## src/rtl/pam_mult_pkg.sv

```systemverilog
// rtl/pam_mult_pkg.sv - shared constants and column-keep mask for the approximate multiplier
package pam_mult_pkg;

    localparam int W_MIN = 4;
    localparam int W_MAX = 16;
    localparam int L_MIN = 0;
    localparam int L_MAX = 2 * W_MAX - 2;

    // Bit c is set when product column c survives truncation at level l.
    function automatic logic [2*W_MAX-1:0] keep_mask(input int w, input int l);
        logic [2*W_MAX-1:0] m;
        m = '0;
        for (int c = 0; c < 2 * W_MAX; c++) begin
            if (c >= l && c < 2 * w) begin
                m[c] = 1'b1;
            end
        end
        return m;
    endfunction

endpackage

```

## src/rtl/approx_pp_reduce.sv

```systemverilog
// rtl/approx_pp_reduce.sv - partial-product generation, column masking and carry-save reduction to two rows
module approx_pp_reduce
    import pam_mult_pkg::*;
#(
    parameter int W = 8,
    parameter int L = 6
) (
    input  logic [W-1:0]   x,
    input  logic [W-1:0]   y,
    input  logic           mode,
    output logic [2*W-1:0] sum_row,
    output logic [2*W-1:0] carry_row
);

    localparam logic [2*W_MAX-1:0] KEEP_FULL = keep_mask(W, L);
    localparam logic [2*W-1:0]     KEEP      = KEEP_FULL[2*W-1:0];

    logic [2*W-1:0] mask;
    logic [2*W-1:0] pp;
    logic [2*W-1:0] s;
    logic [2*W-1:0] c;

    // Carries out of the top column are discarded: the true product always fits in 2*W bits.
    always_comb begin
        mask = mode ? KEEP : '1;
        pp   = '0;
        s    = '0;
        c    = '0;
        for (int i = 0; i < W; i++) begin
            pp = ({{W{1'b0}}, x & {W{y[i]}}} << i) & mask;
            {s, c} = {s ^ c ^ pp, ((s & c) | (s & pp) | (c & pp)) << 1};
        end
        sum_row   = s;
        carry_row = c;
    end

endmodule

```

## src/rtl/approx_mult_pipe.sv

```systemverilog
// rtl/approx_mult_pipe.sv - two-stage valid/ready pipelined exact/approximate unsigned multiplier
module approx_mult_pipe
    import pam_mult_pkg::*;
#(
    parameter int W = 8,
    parameter int L = 6
) (
    input  logic           clk,
    input  logic           rst_n,
    input  logic           in_valid,
    output logic           in_ready,
    input  logic [W-1:0]   x,
    input  logic [W-1:0]   y,
    input  logic           mode,
    output logic           out_valid,
    input  logic           out_ready,
    output logic [2*W-1:0] z
);

    if (W < W_MIN || W > W_MAX || L < L_MIN || L > 2 * W - 2) begin : g_bad_params
        $error("approx_mult_pipe: W or L outside legal range");
    end

    logic [2*W-1:0] pp_sum;
    logic [2*W-1:0] pp_carry;
    logic           s1_valid;
    logic [2*W-1:0] s1_sum;
    logic [2*W-1:0] s1_carry;
    logic           s2_open;
    logic           s1_advance;

    // Mode is applied before S1, so each pair's rows already carry its own truncation.
    approx_pp_reduce #(
        .W(W),
        .L(L)
    ) u_reduce (
        .x        (x),
        .y        (y),
        .mode     (mode),
        .sum_row  (pp_sum),
        .carry_row(pp_carry)
    );

    assign s2_open    = !out_valid || out_ready;
    assign s1_advance = s1_valid && s2_open;
    assign in_ready   = !s1_valid || s1_advance;

    always_ff @(posedge clk or negedge rst_n) begin
        if (!rst_n) begin
            s1_valid <= 1'b0;
            s1_sum   <= '0;
            s1_carry <= '0;
        end else if (in_ready) begin
            s1_valid <= in_valid;
            if (in_valid) begin
                s1_sum   <= pp_sum;
                s1_carry <= pp_carry;
            end
        end
    end

    always_ff @(posedge clk or negedge rst_n) begin
        if (!rst_n) begin
            out_valid <= 1'b0;
            z         <= '0;
        end else if (s2_open) begin
            out_valid <= s1_valid;
            if (s1_valid) begin
                z <= s1_sum + s1_carry;
            end
        end
    end

endmodule

```

## config.mk

```make
export PLATFORM = sky130hd
export DESIGN_NAME = approx_mult_pipe
export DESIGN_NICKNAME = d
export VERILOG_FILES = /design/src/rtl/pam_mult_pkg.sv /design/src/rtl/approx_pp_reduce.sv /design/src/rtl/approx_mult_pipe.sv
export SDC_FILE = /design/constraint.sdc
export NUM_CORES = 1
export LEC_CHECK = 0
export BUFFER_PORTS_ARGS = -buffer_cell sky130_fd_sc_hd__buf_4
export CAP_MARGIN = 5
export CORE_ASPECT_RATIO = 1.5
export CORE_MARGIN = 2
export CORE_UTILIZATION = 58
export CTS_BUF_LIST = sky130_fd_sc_hd__clkbuf_8 sky130_fd_sc_hd__clkbuf_16
export CTS_CLUSTER_SIZE = 28
export DETAILED_ROUTE_END_ITERATION = 6
export PLACE_DENSITY = 0.8
export SLEW_MARGIN = 20
export SYNTH_ARGS = -nofsm -noshare
export SYNTH_HDL_FRONTEND = slang
export SYNTH_SLANG_ARGS = --single-unit
```

## constraint.sdc

```tcl
create_clock -name clk -period 2 [get_ports clk]
set_input_delay 0.3 -clock clk [delete_from_list [all_inputs] [get_ports clk]]
set_output_delay 0.3 -clock clk [all_outputs]
set_load 0.005 [all_outputs]
```

==> flow_summary.yaml <==
global_routing:
  grt_max_degree: 41
  met2_usage_pct: 42.4
  grt_pass1_wl_um: 10400
  grt_pass1_vias: 2392
  grt_use_total_pct: 22.2
  top_usage_layer: "met2"
  grt_use_met3_pct: 2.50
  grt_antenna_before_repair: 0
  grt_remaining_overflow: 0
  grt.met1_usage_pct: 24.7
worst_setup_path:
  path_buf_inv: 5
  critPathKind: "in -> reg"
  cp_max_fo: 6
  critPathTopFamily: "adder cells"
  start_kind: "input pin"
  crit_cells: 14
  r2r_start: "s1_sum[8]"
  reg2reg_depth: 7
  required_ns: 2.18
  crit_path_cell_trace: "buf_8 -> and2_4 -> ha_4 -> inv_2 -> fa_2 -> inv_2 -> fa_2 -> fa_2 -> inv_2 -> fa_2 -> fa_2 -> inv_2 -> fa_2 -> mux2_2"
  crit_end: "s1_sum[7]"
  r2r_slack_ns: 0.09
  crit_slowest_cell: "fa_2"
  end_kind: "register"
  arrival_ns: 4.04
  timing.rr.end: "z[14]"
  max_stage_delay_ns: 0.53
  critPathLaunch: "y[1]"
  critPathMostFrequentCell: "fa_2"
run_status:
  outcome: "complete, but fails checks"
  violations: "negative setup slack"
floorplanning:
  rows: 33
  start_util_pct: 59.0
  pin_count: 39
  die_y_um: 94.9
  fp.coreArea_sq_um: 5410
  die_area_sq_um: 6120
  die_x_um: 64.6
sta:
  final.min_clock_period_ns: 3.86
  hold_violations: 0
  finalCritPeriodShare_pct: 193
  rsz0062_at_grt: "yes"
  maxSlewViolCount: 0
  fmax_mhz: 259
  setup_viol: 18
  setup_ws_ns: -1.86
  skew_ns: 0.00423
  tightest_slew_ns: 0.490
  fin_setup_tns_ns: -22.28
  slew_headroom_pct: 67.3
cells_and_area:
  nFillCells: 368
  syn2layout_area_growth_pct: 28.8
  num-nets-final: 437
  final_cells: 430
  drive_above_1_share_pct: 50.8
  antenna_cells: 0
worst_hold_path:
  holdPathStages: 2
  hp-class: "in -> reg"
flow_run:
  drv_cap: 0
yosys:
  yosysUniqueCellTypes: 35
  syn_area_sq_um: 3190
  syn_area_per_cell_sq_um: 10.7
  ys_ff_latch: 40
  ys_seq_area_share_pct: 31.4
  synth_cells: 297
  synth_fp_nets: 375
  yosys_warnings: 0
clocking:
  cts_sinks: 40
  cts_root_buf: "clkbuf_8"
  htreeDepth: 2
  clk_latency_ns: 0.29
  cts_max_path_buffers: 2
  clk_pin_slew_ns: 0.07
  cts_tree: "yes"
  cts-buffers-inserted: 5
detailed_routing:
  vias: 2333
  first_pass_iters: 4
  vias_per_cell: 5.43
  antenna_left: 0
  drc: 0
  drt_iter0_drc: 115
  post_drt_wl_per_cell_um: 16.2
  wirelength_um: 6950
placed_design:
  portBuffers: 38
  placed_cells: 419
  gp_congestion: 0.794
  hpwl_um: 4990
pwr:
  power_density_nw_per_um2: 932
  vdd_ir_drop_max_mv: 0.426
  p_leak_nw: 1.85
[cell families after synthesis]
family,share of synthesized area [%]
buffers and inverters,5.80
AND/OR/NAND/NOR,15.5
multiplexers,8.47
AO/OA/AOI/OAI,5.84
flip-flops,31.4
adder cells (fa/ha/maj),32.5
XOR/XNOR,0.549
[how the worst min path moves through the flow]
stage	start	end	slack [ns]
2_1_floorplan	rst_n	out_valid	0.004
3_3_place_gp	rst_n	s1_carry[9]	0.29
3_5_place_dp	rst_n	s1_carry[9]	0.30
4_1_cts	in_valid	s1_valid	0.22
5_1_grt	in_valid	s1_valid	0.23
6_report	in_valid	s1_valid	0.22
[cell type report]
class | instances | area [sq um] | area share, %
multi-input cells | 209 | 2250 | 54.8
repair buffers | 62 | 507 | 12.3
clock inverters | 3 | 38.8 | 0.944
inverters | 41 | 154 | 3.74
flip-flops and latches | 40 | 1000 | 24.4
well taps | 70 | 87.6 | 2.13
clock buffers | 5 | 68.8 | 1.67
[routing by layer]
layer | vias up | wire length [um]
met5 | - | 0
met4 | 0 | 199
met3 | 19 | 213
met2 | 65 | 3990
met1 | 1179 | 2550
li1 | 1070 | -
[synth_stat cells (all sizes together)]
cell type | count | area share [%]
nand2 | 50 | 5.9
fa | 43 | 27
inv | 41 | 4.8
dfrtp | 40 | 31
mux2 | 24 | 8.5
and2 | 23 | 4.5
ha | 14 | 5.5
o21ai | 14 | 2.2
nor2b | 6 | 1.4
buf | 4 | 0.63
and3b | 3 | 0.82
clkbuf | 3 | 0.35
nand2b | 3 | 0.59
nand3b | 3 | 0.71
nor2 | 3 | 0.43
a211oi | 2 | 0.47
a21o | 2 | 0.47
a21oi | 2 | 0.31
nor3 | 2 | 0.31
xor2 | 2 | 0.55
a211o | 1 | 0.27
a31o | 1 | 0.27
nand3 | 1 | 0.16
nand4 | 1 | 0.20
o2111ai | 1 | 0.27
o211ai | 1 | 0.24
o21a | 1 | 0.24
o21bai | 1 | 0.24
o2bb2ai | 1 | 0.27
o311a | 1 | 0.31
o31a | 1 | 0.27
or2b | 1 | 0.27
or4 | 1 | 0.24
[cells in the final DEF (no fill, tap or decap), drive strengths merged, types with 3 or more instances in the layout]
master  count
o21ai      14
buf        61
fa         43
and3b       3
ha         14
nand2      50
inv        42
nor2b       6
dfrtp      40
nand2b      3
and2       23
nand3b      3
clkbuf      5
mux2       24
nor2        3
[sequential cells by signal (all words and copies together), names as in the netlist]
| name | cells |
|---|---|
| out_valid | 1 |
| s1_carry | 7 |
| s1_sum | 15 |
| s1_valid | 1 |
| z | 16 |
[stage by stage]
step / power (mW) / setup WS, ns / hold slack, ns / util, % / instance area, sq um
final: 3.83 / -1.86 / 0.222 / 76.0 / 4110
after global routing: 4.12 / -1.94 / 0.229 / 76.0 / 4110
after CTS: 3.72 / -1.83 / 0.220 / 73.6 / 3980
after detailed placement: 3.00 / -2.19 / 0.297 / 69.7 / 3770
after global placement: 2.88 / -2.06 / 0.289 / 69.7 / 3770
after floorplan: 2.37 / -1.90 / 0.00441 / - / 3270
[what timing repair did]
action,in CTS,in global routing
endpoints found under the setup margin,18,19
hold buffers,1,0
endpoints found under the hold margin,40,0
pin swaps,10,27
setup buffers,1,1
resized for setup,37,45
[power breakdown]
group,switching (mW),internal [mW]
Combinational,0.901,1.04
Sequential,0.163,1.09
Clock,0.272,0.365
[worst register-to-register path, cell delays in order, from the launching register on]
cell     delay, ns
dfrtp_1       0.40
ha_2          0.22
inv_1         0.09
fa_2          0.25
nor2b_4       0.05
o31a_1        0.26
or4_1         0.48
nand3_1       0.10
(Power assumes the default switching activity.)
